## src/rtl/spi_paint_tx_pkg.sv

```systemverilog
// Shared types for the paint-command SPI link: packet layout, colour code, FSM states.
package paint_pkg;

  localparam int PKT_BITS = 24;

  typedef logic [2:0] color_t;

  typedef struct packed {
    logic [7:0] x;
    logic [7:0] y;
    logic [3:0] rsvd;
    logic       brush;
    color_t     color;
  } paint_pkt_t;

  typedef enum logic [2:0] {
    ST_IDLE,
    ST_SETUP,
    ST_HIGH,
    ST_LOW,
    ST_HOLD,
    ST_GAP
  } tx_state_t;

  // Assemble a packet; reserved bits are always driven 0.
  function automatic paint_pkt_t pack_pkt(input logic [7:0] x, input logic [7:0] y,
                                          input logic brush, input color_t color);
    paint_pkt_t p;
    p.x     = x;
    p.y     = y;
    p.rsvd  = 4'b0000;
    p.brush = brush;
    p.color = color;
    return p;
  endfunction

endpackage

```

## src/rtl/spi_paint_tx_if.sv

```systemverilog
// Request handshake plus SPI wire bundle of the paint transmitter.
interface spi_paint_tx_if;
  logic                 valid;
  logic                 ready;
  logic [7:0]           x;
  logic [7:0]           y;
  logic                 brush;
  paint_pkg::color_t    color;
  logic                 sck;
  logic                 sdi;
  logic                 cs;
  logic                 busy;
  logic                 done;

  modport master (output valid, x, y, brush, color,
                  input  ready, sck, sdi, cs, busy, done);

  modport slave  (input  valid, x, y, brush, color,
                  output ready, sck, sdi, cs, busy, done);
endinterface

```

## src/rtl/spi_paint_tx_tick.sv

```systemverilog
// Half-period timer: one-cycle tick every CLK_DIV cycles while enabled, cleared when idle.
module spi_tick_gen #(
  parameter int CLK_DIV = 4
) (
  input  logic clk,
  input  logic reset,
  input  logic en_i,
  output logic tick_o
);
  localparam int CW = (CLK_DIV > 1) ? $clog2(CLK_DIV) : 1;
  localparam logic [CW-1:0] LAST = CW'(CLK_DIV - 1);

  logic [CW-1:0] cnt_q, cnt_d;

  // Count 0..CLK_DIV-1 and wrap; hold at zero while disabled.
  always_comb begin
    cnt_d = cnt_q;
    if (!en_i || (cnt_q == LAST)) cnt_d = '0;
    else                          cnt_d = cnt_q + CW'(1);
  end

  // Counter register.
  always_ff @(posedge clk or negedge reset) begin
    if (!reset) cnt_q <= '0;
    else        cnt_q <= cnt_d;
  end

  assign tick_o = en_i && (cnt_q == LAST);
endmodule

```

## src/rtl/spi_paint_tx.sv

```systemverilog
// SPI mode-0 initiator for 24-bit paint packets; FSM and shift register.
//
//   state | meaning
//   IDLE  | ready=1, waiting for valid
//   SETUP | cs=1, sdi=bit23, sck low for H cycles
//   HIGH  | sck high for H cycles, receiver samples on entry
//   LOW   | sck low, next bit on sdi, H cycles
//   HOLD  | sck low after last bit, cs still high for H cycles
//   GAP   | cs low for GAP_CYCLES cycles, done pulses on first cycle
module spi_paint_tx
  import paint_pkg::*;
#(
  parameter int CLK_DIV    = 4,
  parameter int GAP_CYCLES = 8
) (
  input  logic           clk,
  input  logic           reset,
  spi_paint_tx_if.slave  bus
);
  localparam int GW = (GAP_CYCLES > 1) ? $clog2(GAP_CYCLES) : 1;
  localparam logic [GW-1:0] GAP_LAST = GW'(GAP_CYCLES - 1);
  localparam logic [4:0]    BIT_TOP  = 5'(PKT_BITS - 1);

  tx_state_t             state_q, state_d;
  logic [PKT_BITS-1:0]   shift_q, shift_d;
  logic [4:0]            bit_q, bit_d;
  logic [GW-1:0]         gap_q, gap_d;
  logic                  cs_q, cs_d;
  logic                  sck_q, sck_d;
  logic                  done_q, done_d;
  logic                  busy_q, busy_d;
  logic                  ready_q, ready_d;
  logic                  tick;
  logic                  tick_en;
  paint_pkt_t            pkt;

  assign pkt     = pack_pkt(bus.x, bus.y, bus.brush, bus.color);
  assign tick_en = (state_q != ST_IDLE) && (state_q != ST_GAP);

  spi_tick_gen #(.CLK_DIV(CLK_DIV)) u_tick (
    .clk    (clk),
    .reset  (reset),
    .en_i   (tick_en),
    .tick_o (tick)
  );

  // Next-state and registered-output decode; sdi is the shift register MSB.
  always_comb begin
    state_d = state_q;
    shift_d = shift_q;
    bit_d   = bit_q;
    gap_d   = gap_q;
    cs_d    = cs_q;
    sck_d   = sck_q;
    busy_d  = busy_q;
    ready_d = ready_q;
    done_d  = 1'b0;
    unique case (state_q)
      ST_IDLE: begin
        if (bus.valid) begin
          state_d = ST_SETUP;
          shift_d = pkt;
          bit_d   = BIT_TOP;
          cs_d    = 1'b1;
          busy_d  = 1'b1;
          ready_d = 1'b0;
        end
      end
      ST_SETUP, ST_LOW: begin
        if (tick) begin
          state_d = ST_HIGH;
          sck_d   = 1'b1;
        end
      end
      ST_HIGH: begin
        if (tick) begin
          sck_d = 1'b0;
          if (bit_q == 5'd0) begin
            state_d = ST_HOLD;
          end else begin
            state_d = ST_LOW;
            shift_d = {shift_q[PKT_BITS-2:0], 1'b0};
            bit_d   = bit_q - 5'd1;
          end
        end
      end
      ST_HOLD: begin
        if (tick) begin
          state_d = ST_GAP;
          cs_d    = 1'b0;
          shift_d = '0;
          done_d  = 1'b1;
          gap_d   = GAP_LAST;
        end
      end
      ST_GAP: begin
        if (gap_q == '0) begin
          state_d = ST_IDLE;
          ready_d = 1'b1;
          busy_d  = 1'b0;
        end else begin
          gap_d = gap_q - GW'(1);
        end
      end
      default: state_d = ST_IDLE;
    endcase
  end

  // State and output registers; reset drops any frame in flight.
  always_ff @(posedge clk or negedge reset) begin
    if (!reset) begin
      state_q <= ST_IDLE;
      shift_q <= '0;
      bit_q   <= '0;
      gap_q   <= '0;
      cs_q    <= 1'b0;
      sck_q   <= 1'b0;
      done_q  <= 1'b0;
      busy_q  <= 1'b0;
      ready_q <= 1'b1;
    end else begin
      state_q <= state_d;
      shift_q <= shift_d;
      bit_q   <= bit_d;
      gap_q   <= gap_d;
      cs_q    <= cs_d;
      sck_q   <= sck_d;
      done_q  <= done_d;
      busy_q  <= busy_d;
      ready_q <= ready_d;
    end
  end

  assign bus.ready = ready_q;
  assign bus.busy  = busy_q;
  assign bus.done  = done_q;
  assign bus.cs    = cs_q;
  assign bus.sck   = sck_q;
  assign bus.sdi   = shift_q[PKT_BITS-1];
endmodule

```

## src/flat_wrapper.sv

```systemverilog
// flat-port wrapper written by rule: the top's interface ports become plain ports
module spi_paint_tx_flat import paint_pkg::*;
#(
  parameter int CLK_DIV    = 4,
  parameter int GAP_CYCLES = 8
)
  (clk, reset, bus_valid, bus_x, bus_y, bus_brush, bus_color, bus_ready, bus_sck, bus_sdi, bus_cs, bus_busy, bus_done);
  spi_paint_tx_if bus_i ();
  input  logic clk;
  input  logic reset;
  input wire logic [$bits(bus_i.valid)-1:0] bus_valid;
  input wire logic [$bits(bus_i.x)-1:0] bus_x;
  input wire logic [$bits(bus_i.y)-1:0] bus_y;
  input wire logic [$bits(bus_i.brush)-1:0] bus_brush;
  input wire logic [$bits(bus_i.color)-1:0] bus_color;
  output wire logic [$bits(bus_i.ready)-1:0] bus_ready;
  output wire logic [$bits(bus_i.sck)-1:0] bus_sck;
  output wire logic [$bits(bus_i.sdi)-1:0] bus_sdi;
  output wire logic [$bits(bus_i.cs)-1:0] bus_cs;
  output wire logic [$bits(bus_i.busy)-1:0] bus_busy;
  output wire logic [$bits(bus_i.done)-1:0] bus_done;
  assign bus_i.valid = bus_valid;
  assign bus_i.x = bus_x;
  assign bus_i.y = bus_y;
  assign bus_i.brush = bus_brush;
  assign bus_i.color = bus_color;
  assign bus_ready = bus_i.ready;
  assign bus_sck = bus_i.sck;
  assign bus_sdi = bus_i.sdi;
  assign bus_cs = bus_i.cs;
  assign bus_busy = bus_i.busy;
  assign bus_done = bus_i.done;
  spi_paint_tx #(.CLK_DIV(CLK_DIV), .GAP_CYCLES(GAP_CYCLES)) u_core (.clk(clk), .reset(reset), .bus(bus_i));
endmodule
```

## config.mk

```make
export PLATFORM = sky130hd
export DESIGN_NAME = spi_paint_tx_flat
export DESIGN_NICKNAME = d
export VERILOG_FILES = /design/src/rtl/spi_paint_tx_pkg.sv /design/src/rtl/spi_paint_tx_if.sv /design/src/rtl/spi_paint_tx_tick.sv /design/src/rtl/spi_paint_tx.sv /design/src/flat_wrapper.sv
export SDC_FILE = /design/constraint.sdc
export NUM_CORES = 1
export LEC_CHECK = 0
export ABC_AREA = 0
export CAP_MARGIN = 20
export CORE_MARGIN = 1.5
export CORE_UTILIZATION = 25
export DETAILED_ROUTE_END_ITERATION = 12
export GPL_TIMING_DRIVEN = 1
export PLACE_DENSITY = 0.4
export SLEW_MARGIN = 20
export SYNTH_ARGS = -nofsm -noshare
export SYNTH_HDL_FRONTEND = slang
export SYNTH_SLANG_ARGS = --single-unit
```

## constraint.sdc

```tcl
create_clock -name clk -period 1.95 [get_ports clk]
set_input_delay 0.4875 -clock clk [delete_from_list [all_inputs] [get_ports clk]]
set_output_delay 0.4875 -clock clk [all_outputs]
set_load 0.005 [all_outputs]
```

==> results.py, run 1 <==
metrics = {
    "outcome": {
        "status": "completed",
    },
    "clocking": {
        "clk_pin_slew_ns": 0.08,
        "htree_levels": 2,
        "cts.sink_count": 42,
        "post_cts_resized": 0,
        "cts_made_buffers": 5,
        "clkLatencyLatePin_ns": 0.29,
        "hold_buffers": 0,
        "cts_setup_buffers": 0,
        "root_buffer": "clkbuf_8",
        "cts_tree": "yes",
        "cts_max_path_buffers": 2,
    },
    "route": {
        "vias": 1814,
        "routed_wl_mm": 5.76,
        "drcViolationCount": 0,
        "wl_per_cell_um": 14.5,
        "viasPerCell": 4.57,
        "drtPass1Iterations": 4,
        "drtIter0Drc": 42,
        "antenna_left": 0,
    },
    "grt": {
        "grt_max_degree": 27,
        "grt_pass1_wl_mm": 9.74,
        "grt_antenna_before_repair": 0,
        "grt_usage_pct": 11.8,
        "grt_overflow": 0,
        "grt_pass1_vias": 1821,
    },
    "floorplan": {
        "core_um2": 9730,
        "fp.dieArea_um2": 10600,
        "boundaryPins": 29,
        "die_w_um": 103,
        "start_util_pct": 25.7,
        "row_count": 36,
        "die_h_um": 103,
    },
    "yosys": {
        "yosys.area.top_type": "dfrtp_1",
        "async_flop_share_pct": 100,
        "syn_avg_cell_area_um2": 11.3,
        "synth_edf_count": 0,
        "ys_seq_area_share_pct": 42.0,
        "synth.area.top_cells": "dfrtp_1, a221o_1, nor3b_1",
        "yosysWarnings": 0,
        "synth_nets": 249,
        "syn_area_um2": 2500,
        "ys_types": 43,
        "yosysMostFrequentCell": "dfrtp_1",
        "synth_seq_cells": 42,
        "synthTopCellsByCount": "dfrtp_1, nor3b_1, a221o_1, nor2b_1, inv_1",
        "synth_top_area_share_pct": 41.0,
        "ys.flop_type": "dfrtp_1",
        "syn_inst": 222,
    },
    "setup_path": {
        "crit_chain": "clkdlybuf4s50_1",
        "worstPathMaxFanout": 3,
        "r2r_cells": 6,
        "slowest_delay_ns": 0.54,
        "cp.depth": 1,
        "worstPathRequired_ns": 1.46,
        "crit_buf_inv": 1,
        "r2r-start": "u_core.bit_q[0]",
        "crit_path_top_delay_cell": "dfstp_2",
        "critical_path_class": "reg2out",
        "critPathCaptureType": "output port",
        "arrival_ns": 1.33,
        "crit_family": "flip-flops",
        "startpoint": "u_core.bus.ready",
        "startpoint_type": "flip-flop",
    },
    "sta": {
        "finalSetupViolCount": 0,
        "worstMarginPinSlew_ns": 0.533,
        "fin_crit_sh_pct": 93.1,
        "hold_viol_final": 0,
        "fin_skew_ns": 0.00544,
        "relSlewSlack_pct": 64.4,
        "report.final.slew_viol_count": 0,
        "rsz0062_at_grt": "no",
        "tns_ns": 0,
        "min_period_ns": 1.81,
        "fmax_mhz": 551,
        "setup_slack_ns": 0.135,
    },
    "power": {
        "total_power_mw": 1.58,
        "leakagePower_nw": 1.18,
        "vdd_drop_max_mv": 0.230,
        "power_density_nw_per_um2": 506,
    },
    "flow_run": {
        "max_cap_violations": 0,
    },
    "layout": {
        "fin_nets": 291,
        "areaGrowthSynthToFinish_pct": 24.5,
        "final_cells": 397,
        "num_antenna_cells": 0,
        "finalInstanceArea_um2": 3120,
        "drive_gt1_share_pct": 21.2,
    },
    "placement": {
        "port_buffers": 28,
        "place_area_um2": 3040,
        "place_congestion": 0.684,
        "dpl.hpwl_mm": 4.00,
        "dp.cells": 390,
        "pre_cts_slack_ns": -0.193,
    },
    "worst_hold_path": {
        "min_path_type": "in2async",
    },
}
## placed cells by master, fill, tap and decap left out, types with 2 or more instances in the layout
| cell | count |
|---|---|
| mux2i_1 | 8 |
| clkbuf_8 | 5 |
| nor3b_1 | 22 |
| o22ai_1 | 2 |
| a21oi_1 | 4 |
| nand2b_1 | 3 |
| mux2_4 | 9 |
| a221o_1 | 19 |
| mux2_2 | 10 |
| o21ai_0 | 9 |
| nor2b_1 | 19 |
| buf_12 | 3 |
| or4b_2 | 2 |
| ha_1 | 4 |
| inv_1 | 12 |
| dfrtp_1 | 41 |
| nand2_1 | 7 |
| a21o_1 | 3 |
| clkbuf_1 | 2 |
| and2b_1 | 3 |
| clkdlybuf4s50_1 | 27 |
| buf_4 | 22 |
| nor2_1 | 5 |
| a22o_1 | 2 |
## cell families (layout without fill, tap and decap cells)
group | count (synthesis) | after routing | share of synthesized area, %
AOI/OAI and AO/OA | 45 | 45 | 14.9
and+or+nand+nor | 72 | 72 | 20.2
adders and majority gates | 4 | 4 | 2.00
DFF | 42 | 42 | 42.0
xor gates and xnor gates | 2 | 2 | 0.700
muxes | 27 | 27 | 13.1
buffers and inverters | 30 | 72 | 7.00
## final cells by class
class                   count  area [um^2]
clock buffers               7         76.3
flip-flops and latches     42         1050
repair buffers             53          500
multi-input cells         150         1280
well taps                 133          166
inverters                  12         45.0
fillers                  1027         6610
## layer usage
layer  routed length, um  vias to the layer above  part of all wire (%)  GRT usage (%)
met4                  45                        0                  0.78           2.49
met3                 226                        6                   3.9           2.58
li1                    -                      893                     -              -
met5                   0                        -                     0              0
met1                2890                      893                    50           16.6
met2                2600                       22                    45           18.8
## per-stage QoR
stage          util [%]  hold slack (ns)
6_report           32.0            0.120
5_1_grt            32.0            0.150
4_1_cts            32.0            0.127
3_5_place_dp       31.3            0.437
3_3_place_gp       31.3            0.442
2_1_floorplan         -            0.192
## registers in the layout (all words and copies together), names as in the netlist
register,flops
u_core.shift_q,24
u_core.bit_q,5
u_core.gap_q,3
u_core.state_q,3
u_core.u_tick.cnt_q,2
u_core.bus.busy,1
u_core.bus.cs,1
u_core.bus.done,1
u_core.bus.ready,1
u_core.bus.sck,1
## power by group
group,internal (mW),switching (mW)
clock network,0.247,0.303
registers,0.886,0.00912
logic,0.0874,0.0452
## worst paths after layout
path / to / slack [ns]
max in group asynchronous: u_core.u_tick.cnt_q[1] / 1.34
max reg2reg: u_core.bit_q[2] / 0.15
max: bus_ready / 0.14
min in group clk: u_core.u_tick.cnt_q[0] / 0.44
min: u_core.shift_q[13] / 0.12
min reg2reg: u_core.u_tick.cnt_q[0] / 0.44
Note: power is estimated with default switching activity, not from simulation.
==> inputs of run 2 (changes only) <==
--- a/config.mk
+++ b/config.mk
@@ -10,7 +10,6 @@
 export CORE_MARGIN = 1.5
 export CORE_UTILIZATION = 25
 export DETAILED_ROUTE_END_ITERATION = 12
-export GPL_TIMING_DRIVEN = 1
 export PLACE_DENSITY = 0.4
 export SLEW_MARGIN = 20
 export SYNTH_ARGS = -nofsm -noshare
==> results of run 2 <==
The final DEF is identical to that of run 1; final timing and power are the same.
